$ cat config.mk
export PLATFORM = sky130hd
export DESIGN_NAME = ddr_native_port_arbiter
export DESIGN_NICKNAME = d
export VERILOG_FILES = /design/src/rtl/ddr_native_pkg.sv /design/src/rtl/common_fifo.sv /design/src/rtl/ddr_native_port_arbiter.sv
export SDC_FILE = /design/constraint.sdc
export NUM_CORES = 1
export LEC_CHECK = 0
export CELL_PAD_IN_SITES_DETAIL_PLACEMENT = 0
export CELL_PAD_IN_SITES_GLOBAL_PLACEMENT = 1
export CORE_AREA = 2 2 763 765
export DETAILED_ROUTE_END_ITERATION = 6
export DIE_AREA = 0 0 765 767
export GPL_TIMING_DRIVEN = 1
export PLACE_DENSITY_LB_ADDON = 0.1
export SKIP_LAST_GASP = 1
export SLEW_MARGIN = 20
export SYNTH_ARGS = -nofsm -noshare
export SYNTH_HDL_FRONTEND = slang
export SYNTH_SLANG_ARGS = --single-unit
$ cat constraint.sdc
create_clock -name clock -period 2.95 [get_ports clock]
set_input_delay 0.295 -clock clock [delete_from_list [all_inputs] [get_ports clock]]
set_output_delay 0.295 -clock clock [all_outputs]
set_load 0.05 [all_outputs]
$ cat src/rtl/ddr_native_pkg.sv
// Shared command encodings, packet field offsets and state type for the DDR native port arbiter.
package ddr_native_pkg;

    localparam logic [2:0] DDR_CMD_WR = 3'b000;
    localparam logic [2:0] DDR_CMD_RD = 3'b001;

    localparam int DEFAULT_NUM_PORTS = 4;
    typedef logic [$clog2(DEFAULT_NUM_PORTS)-1:0] port_id_t;

    typedef enum logic [1:0] {
        ST_IDLE = 2'b00,
        ST_ARB  = 2'b01,
        ST_BUSY = 2'b10
    } arb_state_t;

    // Packed beat layout is {cmd[2:0], addr, data} with data in the low bits.
    function automatic int cmd_lsb(input int addr_width, input int data_width);
        return addr_width + data_width;
    endfunction

    function automatic int addr_lsb(input int data_width);
        return data_width;
    endfunction

endpackage

$ cat src/rtl/common_fifo.sv
// First-word-fall-through FIFO with occupancy counter; DEPTH must be a power of two (>= 2).
module common_fifo #(
    parameter int DEPTH = 16,
    parameter int DSIZE = 2
) (
    input  logic             clock,
    input  logic             rst_n,
    input  logic             srst,
    input  logic             wr_en,
    input  logic [DSIZE-1:0] wr_data,
    input  logic             rd_en,
    output logic [DSIZE-1:0] rd_data,
    output logic             full,
    output logic             empty
);

    localparam int AW = $clog2(DEPTH);

    logic [DSIZE-1:0] mem_r [DEPTH];
    logic [AW-1:0]    wr_ptr_r;
    logic [AW-1:0]    rd_ptr_r;
    logic [AW:0]      count_r;
    logic             push_s;
    logic             pop_s;

    assign full    = (count_r == (AW+1)'(DEPTH));
    assign empty   = (count_r == '0);
    assign push_s  = wr_en & ~full;
    assign pop_s   = rd_en & ~empty;
    assign rd_data = mem_r[rd_ptr_r];

    // Storage, pointers and occupancy; simultaneous push and pop leave the count unchanged.
    always_ff @(posedge clock or negedge rst_n) begin
        if (!rst_n) begin
            wr_ptr_r <= '0;
            rd_ptr_r <= '0;
            count_r  <= '0;
            for (int i = 0; i < DEPTH; i++) mem_r[i] <= '0;
        end else if (srst) begin
            wr_ptr_r <= '0;
            rd_ptr_r <= '0;
            count_r  <= '0;
        end else begin
            if (push_s) begin
                mem_r[wr_ptr_r] <= wr_data;
                wr_ptr_r        <= wr_ptr_r + 1'b1;
            end
            if (pop_s) begin
                rd_ptr_r <= rd_ptr_r + 1'b1;
            end
            case ({push_s, pop_s})
                2'b10:   count_r <= count_r + 1'b1;
                2'b01:   count_r <= count_r - 1'b1;
                default: count_r <= count_r;
            endcase
        end
    end

endmodule

$ cat src/rtl/ddr_native_port_arbiter.sv
// Packet-granular round-robin arbiter sharing one DDR native command stream among NUM_PORTS
// requesters, with in-order routing of read returns through a port-id tag FIFO.
module ddr_native_port_arbiter
    import ddr_native_pkg::*;
#(
    parameter int  NUM_PORTS  = 4,
    parameter int  ADDR_WIDTH = 27,
    parameter int  DATA_WIDTH = 256,
    parameter int  TAG_DEPTH  = 16,
    localparam int DSIZE      = 3 + ADDR_WIDTH + DATA_WIDTH
) (
    input  logic                  clock,
    input  logic                  rst,
    input  logic                  init_calib_complete,
    input  logic [DSIZE-1:0]      s_tdata [NUM_PORTS],
    input  logic [NUM_PORTS-1:0]  s_tvalid,
    input  logic [NUM_PORTS-1:0]  s_tlast,
    output logic [NUM_PORTS-1:0]  s_tready,
    output logic [DSIZE-1:0]      m_tdata,
    output logic                  m_tvalid,
    output logic                  m_tlast,
    input  logic                  m_tready,
    input  logic [DATA_WIDTH-1:0] rd_tdata,
    input  logic                  rd_tvalid,
    input  logic                  rd_tlast,
    output logic                  rd_tready,
    output logic [DATA_WIDTH-1:0] r_tdata,
    output logic [NUM_PORTS-1:0]  r_tvalid,
    output logic [NUM_PORTS-1:0]  r_tlast,
    input  logic [NUM_PORTS-1:0]  r_tready
);

    localparam int PW      = $clog2(NUM_PORTS);
    localparam int CMD_LSB = cmd_lsb(ADDR_WIDTH, DATA_WIDTH);

    typedef logic [PW-1:0] pid_t;

    arb_state_t           state_r;
    pid_t                 grant_r;
    pid_t                 rr_ptr_r;
    logic                 first_beat_r;
    logic [NUM_PORTS-1:0] elig_s;
    logic [PW:0]          pick_s;
    logic                 pick_found_s;
    pid_t                 pick_port_s;
    logic                 m_hs_s;
    logic                 tag_push_s;
    logic                 tag_pop_s;
    logic                 tag_full_s;
    logic                 tag_empty_s;
    pid_t                 tag_head_s;

    // Scan from ptr upward with wrap; iterating in reverse lets the nearest requester win.
    function automatic logic [PW:0] rr_pick(input logic [NUM_PORTS-1:0] req, input pid_t ptr);
        logic [PW:0] res;
        int          idx;
        res = '0;
        for (int i = NUM_PORTS - 1; i >= 0; i--) begin
            idx = (int'(ptr) + i) % NUM_PORTS;
            if (req[idx]) res = {1'b1, pid_t'(idx)};
        end
        return res;
    endfunction

    // A read packet may only win while the tag FIFO has room for its port id.
    always_comb begin
        elig_s = '0;
        for (int p = 0; p < NUM_PORTS; p++) begin
            if (s_tvalid[p] && ((s_tdata[p][CMD_LSB +: 3] != DDR_CMD_RD) || !tag_full_s)) begin
                elig_s[p] = 1'b1;
            end else begin
                elig_s[p] = 1'b0;
            end
        end
    end

    assign pick_s       = rr_pick(elig_s, rr_ptr_r);
    assign pick_found_s = pick_s[PW];
    assign pick_port_s  = pick_s[PW-1:0];

    // Arbitration FSM: one ARB bubble per packet, grant held until the tlast handshake.
    always_ff @(posedge clock or posedge rst) begin
        if (rst) begin
            state_r      <= ST_IDLE;
            grant_r      <= '0;
            rr_ptr_r     <= '0;
            first_beat_r <= 1'b0;
        end else begin
            case (state_r)
                ST_IDLE: begin
                    if (init_calib_complete) state_r <= ST_ARB;
                    else                     state_r <= ST_IDLE;
                end
                ST_ARB: begin
                    if (!init_calib_complete) begin
                        state_r <= ST_IDLE;
                    end else if (pick_found_s) begin
                        grant_r      <= pick_port_s;
                        rr_ptr_r     <= (int'(pick_port_s) == NUM_PORTS - 1) ? '0 : pid_t'(pick_port_s + 1'b1);
                        first_beat_r <= 1'b1;
                        state_r      <= ST_BUSY;
                    end else begin
                        state_r <= ST_ARB;
                    end
                end
                ST_BUSY: begin
                    if (m_hs_s) begin
                        first_beat_r <= 1'b0;
                        if (m_tlast) state_r <= init_calib_complete ? ST_ARB : ST_IDLE;
                        else         state_r <= ST_BUSY;
                    end else begin
                        state_r <= ST_BUSY;
                    end
                end
                default: begin
                    state_r      <= ST_IDLE;
                    first_beat_r <= 1'b0;
                end
            endcase
        end
    end

    // Command path: only the granted port is connected while a packet is in flight.
    always_comb begin
        m_tdata  = '0;
        m_tvalid = 1'b0;
        m_tlast  = 1'b0;
        s_tready = '0;
        if (state_r == ST_BUSY) begin
            m_tdata           = s_tdata[grant_r];
            m_tvalid          = s_tvalid[grant_r];
            m_tlast           = s_tlast[grant_r];
            s_tready[grant_r] = m_tready;
        end else begin
            s_tready = '0;
        end
    end

    assign m_hs_s     = m_tvalid & m_tready;
    assign tag_push_s = m_hs_s & first_beat_r & (m_tdata[CMD_LSB +: 3] == DDR_CMD_RD);

    // Read return steered to the port at the tag head; nothing is accepted without a tag.
    always_comb begin
        r_tvalid  = '0;
        r_tlast   = '0;
        rd_tready = 1'b0;
        if (!tag_empty_s) begin
            r_tvalid[tag_head_s] = rd_tvalid;
            r_tlast[tag_head_s]  = rd_tlast;
            rd_tready            = r_tready[tag_head_s];
        end else begin
            rd_tready = 1'b0;
        end
    end

    assign r_tdata   = rd_tdata;
    assign tag_pop_s = rd_tvalid & rd_tready & rd_tlast;

    common_fifo #(
        .DEPTH (TAG_DEPTH),
        .DSIZE (PW)
    ) u_tag_fifo (
        .clock   (clock),
        .rst_n   (~rst),
        .srst    (1'b0),
        .wr_en   (tag_push_s),
        .wr_data (grant_r),
        .rd_en   (tag_pop_s),
        .rd_data (tag_head_s),
        .full    (tag_full_s),
        .empty   (tag_empty_s)
    );

endmodule
==> summary.txt <==
Slowest Stage Delay on Critical Path -> 540 ps
Slew HR -> 0.327
PnR worst setup slack -> -213 ps
Die Area -> 587000 µm²
Clock latency on the worst-skew pair -> 310 ps
Share of the synthesized area in the top cell type -> 0.487
Adder-Cell Fraction of Synth Area -> 0.0106
Router iterations before antenna repair -> 5
1st-iter DRT viols -> 1048
FMAX -> 0.316 GHz
Mux cell area share after synthesis -> 0.519
Hpwl dp -> 361000 µm
Crit path time final -> 3160 ps
Fillers -> 67.7k
Peak supply drop -> 0.314 mV
CTS tree -> yes
Clock buffer depth -> 2
Status -> finished with violations
DRC -> 0
Worst-Margin Slew -> 1010 ps
Core area -> 579000 µm²
Compound-Gate Fraction of Synth Area -> 0.0221
CP max stage cell -> mux4_2
Failing checks -> negative setup slack
Worst R2R Path Depth -> 14
Remaining antenna violation count after routing -> 0
Via count -> 19.7k
Hold slack -> 511 ps
Pleak -> 11.6 nW
Crit path depth -> 14
GPL Wtd Cong -> 0.825
Finished Core Util -> 0.0669
Synthesized area per cell -> 11.3 µm²
Worst path cell trace -> buf_6 -> mux4_2 -> mux2i_4 -> o211ai_1 -> o2111ai_2 -> nand2_4 -> ha_4 -> buf_6 -> ha_4 -> a21o_1 -> a21oi_2 -> xnor2_1 -> nor2_1 -> xnor2_1
Post-synth cell types -> 52
I/O pins -> 1975
CP required -> 3150 ps
H-tree levels -> 2
Grt ovf -> 0
Clock Pin Slew Worst Setup and Hold Paths -> 80 ps
Initial core utilization -> 0.0237
Critical path type -> reg2reg
Routed WL -> 390000 µm
Setup WS pre-CTS -> -527 ps
Finished Layout Cells -> 10.3k
Clk_skew -> 5.85 ps
Routed wire per std cell -> 37.9 µm
Critical path launch point type -> flop
Cells after Synth -> 1214
Root buffer cell -> clkbuf_16
Hold Fails Final Rpt -> 0
CTS Hold Bufs -> 0
Async S/R FF share, synth -> 1.00
Commonest non-fill, non-tap cell in the layout -> clkdlybuf4s50_1
Synth Register Bits -> 52
Vias in the first global route -> 19.3k
Main combinational cell family by area after synthesis -> multiplexers
Max-Cap Viols -> 0
# clock sinks -> 52
Reg-to-reg slack, setup -> -210 ps
Synth area leader -> mux4_2
Nets -> 3886
Netlist Area Pre-Place -> 13700 µm²
Vias per cell -> 1.91
Final Instance Area -> 38700 µm²
Max Slew Vio Count -> 0
Area Growth Syn to Fin -> 183%
Share of cells above drive strength 1 -> 0.337
Die width -> 765 µm
Simple logic cell fraction of the synthesized area -> 0.167
Pwr/cell area -> 664 nW/µm²
Hold Crit Class -> reg2reg
Critical Path Sink Type -> flop
Largest net degree at the start of global routing -> 106
Worst EP arrival -> 3360 ps
Commonest non-fill, non-tap cells in the layout -> 1161 x clkdlybuf4s50_1, 296 x mux4_2, 277 x and2_1, 272 x buf_4, 126 x buf_12
Hold path depth -> 1
Post-Synth XOR/XNOR Area -> 0.00703
First-pass GRT wire length -> 435000 µm
CP bufs+invs -> 2
Initial antenna violation count -> 591
Register area share after synthesis -> 0.0950
Multi-input logic area -> 10100 µm²
RSZ-0062 raised after global routing -> yes
Main flop type after synthesis -> dfrtp_1
EDFF count, synth -> 0
Die Y-Extent -> 767 µm
Synth area leaders -> mux4_2 49%, buf_4 14%, and2_1 13%
Post-Syn Nets -> 2643
Final setup violation count -> 4
# port buffers -> 1462
Crit path max fanout -> 5
Placed Cells -> 10.2k
Row cnt -> 280
Top cell family by delay on the critical path -> multiplexers
Post-DP Area -> 37300 µm²
CTS Buf Count -> 5
Period Utilization, post-route -> 1.07
YS warnings -> 0
Total GRT Usage -> 0.127
Reg area -> 1310 µm²
## flip-flops by register name, indices dropped and copies added, names as in the netlist
name / flops
u_tag_fifo.wr_ptr_r: 4
first_beat_r: 1
grant_r: 2
u_tag_fifo.count_r: 5
u_tag_fifo.mem_r: 32
u_tag_fifo.rd_ptr_r: 4
state_r: 2
rr_ptr_r: 2
## final timing paths
path,start,endpoint
worst min register to register,u_tag_fifo.mem_r[14],u_tag_fifo.mem_r[14]
worst max register to register,u_tag_fifo.rd_ptr_r[2],u_tag_fifo.count_r[4]
min in group asynchronous,rst,grant_r[0]
worst min-delay path,u_tag_fifo.mem_r[14],u_tag_fifo.mem_r[14]
max in group asynchronous,rst,u_tag_fifo.rd_ptr_r[0]
worst max-delay path,u_tag_fifo.rd_ptr_r[2],u_tag_fifo.count_r[4]
## worst register-to-register path: stages, from the launching register on
cell and delay, ps:
dfrtp_1 370, buf_6 130, mux4_2 540, mux2i_4 240
o211ai_1 180, o2111ai_2 290, nand2_4 140, ha_4 200
buf_6 120, ha_4 210, a21o_1 160, a21oi_2 150
xnor2_1 120, nor2_1 70, xnor2_1 120
## report_power, final
group	internal (mW)	switching [mW]
sequential	0.861	0.211
clock	0.319	0.320
combinational	10.2	13.8
total	11.4	14.4
## synth_stat cells (all sizes together) (2+ instances only)
cell type / count
mux4: 296
o2111ai: 2
a22oi: 2
clkbuf: 62
inv: 18
a41oi: 4
nand3: 17
xor2: 3
nand2: 21
nand4: 8
and2: 290
nand4b: 4
mux2i: 3
nor3: 6
nand3b: 2
a21o: 3
o211ai: 3
a21oi: 7
buf: 306
mux2: 35
dfrtp: 52
and3: 2
nor2: 16
xnor2: 8
nor2b: 7
o21ai: 8
ha: 10
## routing by layer
metal | track usage | part of all wire | wire (µm)
met1 | 0.131 | 0.35 | 138000
met2 | 0.228 | 0.49 | 191000
met3 | 0.0743 | 0.13 | 50900
met4 | 0.0128 | 0.022 | 8670
met5 | 0 | 0.0051 | 1980
## what timing repair did
item | in CTS | in global routing
endpoints found under the setup margin | 235 | 55
resized for setup | 67 | 19
cloned | 15 | 5
buffers inserted | 23 | 3
pin swaps | 15 | 10
## kinds of logic after synthesis
kind of cell | after synthesis
buffers and inverters | 386
AND/OR/NAND/NOR | 378
multiplexers | 334
flip-flops | 52
AO/OA/AOI/OAI | 42
XOR/XNOR | 11
adder cells (fa/ha/maj) | 11
## area by class of cell
type | count | share of cell area
diodes | 78 | 0.00504
inverters | 18 | 0.00174
repair buffers | 1604 | 0.445
multi-input cells | 776 | 0.260
clock inverters | 2 | 0.000420
well taps | 7755 | 0.250
flip-flops and latches | 52 | 0.0338
clock buffers | 6 | 0.00333
## per-stage QoR
step	TNS, ps	total power [mW]
after detailed placement	-2360	24.0
after floorplan	0	13.1
final	-540	25.7
after global routing	-1320	27.4
after global placement	-2480	24.1
after CTS	-885	26.7
(Power assumes the default switching activity.)
